## config.mk

```make
export PLATFORM = sky130hd
export DESIGN_NAME = onehot_decoder_seq
export DESIGN_NICKNAME = d
export VERILOG_FILES = /design/src/rtl/decoder_pkg.sv /design/src/rtl/hold_counter.sv /design/src/rtl/onehot_decoder_seq.sv
export SDC_FILE = /design/constraint.sdc
export NUM_CORES = 1
export LEC_CHECK = 0
export ABC_AREA = 1
export BUFFER_PORTS_ARGS = -buffer_cell sky130_fd_sc_hd__clkbuf_2
export CORE_UTILIZATION = 58
export CTS_CLUSTER_SIZE = 25
export DETAILED_ROUTE_END_ITERATION = 12
export PLACE_DENSITY = 0.82
export SETUP_SLACK_MARGIN = 0.05
export SLEW_MARGIN = 30
export SYNTH_ARGS = -nofsm -noshare
export SYNTH_HDL_FRONTEND = slang
export SYNTH_SLANG_ARGS = --single-unit
```

## constraint.sdc

```tcl
create_clock -name clk -period 3.1 [get_ports clk]
set_input_delay 0.465 -clock clk [delete_from_list [all_inputs] [get_ports clk]]
set_output_delay 0.465 -clock clk [all_outputs]
set_load 0.005 [all_outputs]
```

## src/rtl/decoder_pkg.sv

```systemverilog
`default_nettype none
// ============================================================================
//  Module   : decoder_pkg
//  Brief    : Shared FSM state encoding and hold-counter width for the decoder.
//  Revision : 1.0
// ============================================================================
package decoder_pkg;

  localparam int CNT_W = 8;

  typedef enum logic [0:0] {
    ST_IDLE = 1'b0,
    ST_HOLD = 1'b1
  } state_t;

endpackage : decoder_pkg
`default_nettype wire

```

## src/rtl/hold_counter.sv

```systemverilog
`default_nettype none
// ============================================================================
//  Module   : hold_counter
//  Brief    : Loadable down-counter that saturates at zero; flags zero.
//  Revision : 1.0
// ============================================================================
module hold_counter
  import decoder_pkg::*;
#(
  parameter int WIDTH = CNT_W
) (
  input  logic             clk,
  input  logic             rst_n,
  input  logic             load,
  input  logic             dec,
  input  logic [WIDTH-1:0] load_val,
  output logic             zero
);

  logic [WIDTH-1:0] r_count;

  always_ff @(posedge clk or negedge rst_n) begin
    if (!rst_n) begin
      r_count <= '0;
    end else if (load) begin
      r_count <= load_val;
    end else if (dec && (r_count != '0)) begin
      r_count <= r_count - 1'b1;
    end
  end

  assign zero = (r_count == '0);

endmodule : hold_counter
`default_nettype wire

```

## src/rtl/onehot_decoder_seq.sv

```systemverilog
`default_nettype none
// ============================================================================
//  Module   : onehot_decoder_seq
//  Brief    : Registered binary-to-one-hot decoder with valid/ready input and
//             HOLD_CYC-cycle output hold. Macro DEC_ERR_EN adds the err port.
//  Revision : 1.0
// ============================================================================
module onehot_decoder_seq
  import decoder_pkg::*;
#(
  parameter int IN_W     = 3,
  parameter int OUT_W    = 8,
  parameter int HOLD_CYC = 1
) (
  input  logic             clk,
  input  logic             rst_n,
  input  logic             in_valid,
  output logic             in_ready,
  input  logic [IN_W-1:0]  in,
  output logic [OUT_W-1:0] out,
  output logic             out_valid,
  output logic             busy
`ifdef DEC_ERR_EN
  ,
  output logic             err
`endif
);

  localparam int               c_FULL_W    = 1 << IN_W;
  localparam logic [CNT_W-1:0] c_HOLD_LOAD = CNT_W'(HOLD_CYC - 1);

  state_t             r_state;
  state_t             w_state_nxt;
  logic [OUT_W-1:0]   r_out;
  logic [OUT_W-1:0]   w_out_nxt;
  logic               r_out_valid;
  logic               w_out_valid_nxt;
  logic               r_err;
  logic               w_err_nxt;
  logic               r_started;
  logic               w_ready;
  logic               w_accept;
  logic               w_load;
  logic               w_cnt_zero;
  logic [OUT_W-1:0]   w_dec;

  // Decode at full 2**IN_W width, then drop lines at and above OUT_W.
  assign w_dec = OUT_W'(c_FULL_W'(1) << in);

`ifdef DEC_ERR_EN
  logic w_oor;

  generate
    if (OUT_W < c_FULL_W) begin : g_oor
      assign w_oor = ({1'b0, in} >= (IN_W + 1)'(OUT_W));
    end else begin : g_no_oor
      assign w_oor = 1'b0;
    end
  endgenerate
`endif

  hold_counter #(
    .WIDTH (CNT_W)
  ) u_hold_counter (
    .clk      (clk),
    .rst_n    (rst_n),
    .load     (w_load),
    .dec      (r_state == ST_HOLD),
    .load_val (c_HOLD_LOAD),
    .zero     (w_cnt_zero)
  );

  // in_ready stays low until the first edge after reset release.
  always_ff @(posedge clk or negedge rst_n) begin
    if (!rst_n) begin
      r_started <= 1'b0;
    end else begin
      r_started <= 1'b1;
    end
  end

  always_ff @(posedge clk or negedge rst_n) begin
    if (!rst_n) begin
      r_state <= ST_IDLE;
    end else begin
      r_state <= w_state_nxt;
    end
  end

  always_comb begin
    w_state_nxt     = r_state;
    w_out_nxt       = r_out;
    w_out_valid_nxt = r_out_valid;
    w_err_nxt       = 1'b0;
    w_load          = 1'b0;
    w_ready         = 1'b0;

    case (r_state)
      ST_IDLE: w_ready = r_started;
      ST_HOLD: w_ready = w_cnt_zero;
      default: w_ready = 1'b0;
    endcase

    w_accept = in_valid & w_ready;

    if (w_accept) begin
`ifdef DEC_ERR_EN
      if (w_oor) begin
        w_err_nxt       = 1'b1;
        w_out_nxt       = '0;
        w_out_valid_nxt = 1'b0;
        w_state_nxt     = ST_IDLE;
      end else
`endif
      begin
        w_load          = 1'b1;
        w_out_nxt       = w_dec;
        w_out_valid_nxt = 1'b1;
        w_state_nxt     = ST_HOLD;
      end
    end else if ((r_state == ST_HOLD) && w_cnt_zero) begin
      w_out_nxt       = '0;
      w_out_valid_nxt = 1'b0;
      w_state_nxt     = ST_IDLE;
    end
  end

  always_ff @(posedge clk or negedge rst_n) begin
    if (!rst_n) begin
      r_out       <= '0;
      r_out_valid <= 1'b0;
      r_err       <= 1'b0;
    end else begin
      r_out       <= w_out_nxt;
      r_out_valid <= w_out_valid_nxt;
      r_err       <= w_err_nxt;
    end
  end

  assign in_ready  = w_ready;
  assign out       = r_out;
  assign out_valid = r_out_valid;
  assign busy      = (r_state == ST_HOLD);

`ifdef DEC_ERR_EN
  assign err = r_err;
`else
  logic w_err_unused;
  assign w_err_unused = r_err;
`endif

endmodule : onehot_decoder_seq
`default_nettype wire

```

== Word-level counts from Yosys, hierarchy flattened ==
Index checks and enable logic that the tools add are counted.

* Word-level logic and storage cells: 22
* Output and inout port bits: 11
* Input bits: 6
* Bits in registers: 18

* Shifts and indexed selects: 1
* Multiplexer cells: 8
* Bitwise operators: 2
* Add/sub/neg operators: 1
* Reduce and logical (&&, ||, !) cells: 6

{| class="wikitable"
|+ Operators with widths
! operator !! count
|-
| $mux 8 || 4
|-
| $logic_not 8->1 || 1
|-
| $reduce_bool 8->1 || 1
|-
| $shl 1x3->8 const A || 1
|-
| $sub 8x1->8 const B || 1
|-
| $reduce_bool 2->1 || 2
|-
| $mux 1 || 3
|-
| $logic_and 1x1->1 || 2
|-
| $pmux 1 s2 || 1
|-
| $and 1x1->1 || 1
|-
| $not 1->1 || 1
|}

== Longest topological paths before layout ==
* Depth in word-level cells: 5
* Gate-level depth with buffers: 9
* Mapped depth without buffers: 9

== Cells and area by module ==
Synthesis repeated with hierarchy kept, for this count alone.

* Cells, all modules: 152
* Area total of the unflattened synthesis: 1,076.0 um^2

{| class="wikitable"
|+ Modules (own cells, without submodules)
! module !! cells each !! times used !! area an instance (um^2) !! seq. area each (um^2)
|-
| hold_counter || 93 || 1 || 596.8 || 200.2
|-
| onehot_decoder_seq || 59 || 1 || 479.2 || 250.2
|}

== Least setup slack after synthesis ==
No wires, ideal clock.

* Path kind: reg-to-output
* From: register u_hold_counter.r_count[0]
* To: output port in_ready
* Path buffers: 0
* Path slack: 1.419 ns
* Arrival: 1.216 ns
* Required time: 2.635 ns
* Cell stages (with the launch flop): 7
* Cells stage by stage: dfrtp_1 > inv_1 > ha_1 > nand2_2 > nor2_1 > nand2_1 > nand2_1

* Word-level cells in the longest chain between the ends: 2

{| class="wikitable"
|+ RTL lines
! element !! RTL line !! source
|-
| start: declaration || hold_counter.sv:20 || <nowiki>logic [WIDTH-1:0] r_count;</nowiki>
|-
| start signal: assignment || hold_counter.sv:26 || <nowiki>r_count <= load_val;</nowiki>
|-
| start signal: assignment || hold_counter.sv:28 || <nowiki>r_count <= r_count - 1'b1;</nowiki>
|-
| $logic_not 8->1 || hold_counter.sv:32 || <nowiki>assign zero = (r_count == '0);</nowiki>
|-
| $pmux 1 s2 || onehot_decoder_seq.sv:98 || <nowiki>case (r_state)</nowiki>
|-
| end: declaration || onehot_decoder_seq.sv:18 || <nowiki>output logic in_ready,</nowiki>
|}

No other way between the ends.

== Worst setup path after layout ==
Ends and elaborated chain as after synthesis.

==> flow_summary.toml <==
[layout]
design_area_sq_um = 1080
areaGrowthSynthToFinish_pct = 10.6
final_common_cell = "sky130_fd_sc_hd__nand2_1"
antennaDiodeCount = 0
layout.filler_cells = 134
mostFrequentLayoutCells = "25 x sky130_fd_sc_hd__nand2_1, 18 x sky130_fd_sc_hd__dfrtp_1, 17 x sky130_fd_sc_hd__inv_1"
finalNetCount = 148
final_layout_size_suffix_gt1_share_pct = 20.1

[route]
iteration_0_drc_count_of_the_detailed_router = 28
drt_pass1_iterations = 4
route.vias.total = 899
drt_wl_total_microns = 2080
routed_via_density = 5.80
routed_wire_length_per_instance_microns = 13.4
drc = 0
final_antenna_net_count = 0

[setup_path]
timing.critical_path.required_ps = 2630
cp_max_fo = 9
crit_family = "simple AND/OR/NAND/NOR gates"
worst_setup_path_startpoint = "u_hold_counter.r_count[0]$_DFFE_PN0P_"
startpoint_type_of_the_worst_setup_path = "flop"
crit_slowest_cell = "sky130_fd_sc_hd__dfrtp_1"
path_cells = "inv_1 > ha_1 > nand2_2 > nor2_1 > nand2_1 > nand2_1 > clkbuf_2"
end_kind = "output port"
reg2regPathDepth = 6
crit-reg2reg-capture = "out[3]$_DFFE_PN0P_"
regToRegStartpoint = "u_hold_counter.r_count[0]$_DFFE_PN0P_"
peak_per_stage_delay_on_the_critical_path_ps = 390
worstSetupPathType = "reg -> out"
worst_path_arrival_time_ps = 1840
worst-r2r-setup-slack_ps = 1360
critical_path_buf_inv_count = 2
critical_path.most_common_cell = "sky130_fd_sc_hd__nand2_1"

[grt]
grt_pass1_wl_microns = 3280
grt.overflow.total = 0
initial_antenna_violation_count = 0
grt_use_met3_pct = 4.26
grt_pass1_vias = 789
gr-usage-met2_pct = 40.0
gr-usage-all-layers_pct = 23.9
maximum_number_of_pins_on_one_net_before_global_route_repair = 19
gr-usage-met1_pct = 30.2
global_route.peak_usage_layer = "met2"

[clock_network]
clk_transition_reported_paths_ps = 100
clock_latency_ps = 300
cts-buffers-inserted = 3
cts_setup_buffers = 0
tritoncts = "yes"
h-tree-depth = 1
post_cts.resized_instances = 0
ctsHoldBuffers = 0
cts_max_path_buffers = 2
clock-root-buffer = "sky130_fd_sc_hd__clkbuf_4"
sinks_on_clock_net = 18

[place]
detailed_place.area_sq_um = 1060
place_hpwl_microns = 1470
port-buffer-count = 16
gp_routability_congestion = 0.819

[timing]
final_max_slew_viols = 0
fin_worst_skew_ps = 7.58
final.min_clock_period_ps = 2300
rsz0062_at_grt = "false"
final.period_utilization_pct = 74.2
max_freq_mhz = 434
fin_tns_setup_ps = 0
final-hold-violation-count = 0
fin_hold_ws_ps = 86.0
setup_viol_count_final = 0

[power]
p_per_area_nw_per_um2 = 381
worst_ir_drop_vdd_mv = 0.270
leakage_uw = 0.000573

[synth]
synthesized_area_per_cell_sq_um = 8.03
ys_types = 21
synth_edf_count = 0
synth.yosys.seq_area_share_pct = 46.0
netlist_area_sq_um = 980
syn-num-nets = 129
number_of_warnings_reported_in_the_yosys_synthesis_log = 0
post_syn_instances = 122
async_reset_ff_share_pct = 100
dominant_register_cell_in_the_synthesized_netlist = "sky130_fd_sc_hd__dfrtp_1"
ys_ff_latch = 18

[die]
initial_standard_cell_utilization_of_the_core_pct = 63.6
placementRows = 14
die_y_microns = 43.1
core_area_sq_um = 1540
floorplan.io_pins = 17
die_area_sq_um = 1860
chipWidth_microns = 43.1

[run]
max_cap_viol_count = 0

[run_status]
run_status = "finished clean"

[worst_hold_path]
worstHoldPathType = "in -> async"
## metrics by stage
step	util, %	std cells	setup WS (ps)	total power (uW)
floorplan	-	122	1420	277
detailed placement	68.8	152	1130	299
finish	70.3	155	798	413
global placement	68.8	152	1240	298
CTS	70.3	155	827	411
global route	70.3	155	699	427
## registers in the layout (all words and copies together), names as in the netlist
register                flops
out                         8
r_started                   1
out_valid                   1
u_hold_counter.r_count      8
## metal layers
layer	vias up	part of all wire [%]
met5	-	0
li1	435	-
met1	421	43
met2	38	49
met3	5	6.1
met4	0	1.6
## kinds of logic after synthesis
| family | after synthesis | share of synthesized area, % |
|---|---|---|
| fa+ha+maj | 1 | 1.28 |
| flops | 18 | 46.0 |
| buf+inv | 20 | 8.81 |
| compound gates | 18 | 13.0 |
| other cells | 1 | 0.383 |
| simple gates | 64 | 30.5 |
## synth_stat cells (2+ instances only)
| cell | count | area [sq um] |
|---|---|---|
| sky130_fd_sc_hd__nand2_2 | 2 | 12.5 |
| sky130_fd_sc_hd__nor2_2 | 2 | 12.5 |
| sky130_fd_sc_hd__o21ai_1 | 2 | 10.0 |
| sky130_fd_sc_hd__nor2_1 | 15 | 56.3 |
| sky130_fd_sc_hd__dfrtp_1 | 18 | 450 |
| sky130_fd_sc_hd__inv_1 | 17 | 63.8 |
| sky130_fd_sc_hd__o211ai_1 | 9 | 67.6 |
| sky130_fd_sc_hd__nand3_1 | 14 | 70.1 |
| sky130_fd_sc_hd__nand2_1 | 25 | 93.8 |
| sky130_fd_sc_hd__o21ai_0 | 5 | 25.0 |
| sky130_fd_sc_hd__nand4_1 | 3 | 18.8 |
## cell type report
class / instances / area (sq um) / area share [%]
inverter: 18 / 67.6 / 6.24
clock buffer: 3 / 22.5 / 2.08
timing repair buffer: 16 / 80.1 / 7.39
multi-input combinational: 84 / 443 / 40.9
sequential: 18 / 450 / 41.6
tap: 16 / 20.0 / 1.85
## report_power, final
part           switching, uW  internal (uW)
clock                   73.2           45.3
combinational           30.2           15.8
sequential              6.30            242
total                    110            303
## how the worst max path moves through the flow
stage | end | slack [ps] | cells after the start
after floorplan | in_ready | 1420 | 6
after global placement | in_ready | 1240 | 7
after detailed placement | in_ready | 1130 | 7
after CTS | in_ready | 830 | 7
after global routing | in_ready | 700 | 7
final | in_ready | 800 | 7
No activity file was read; power rests on OpenSTA's default activity.
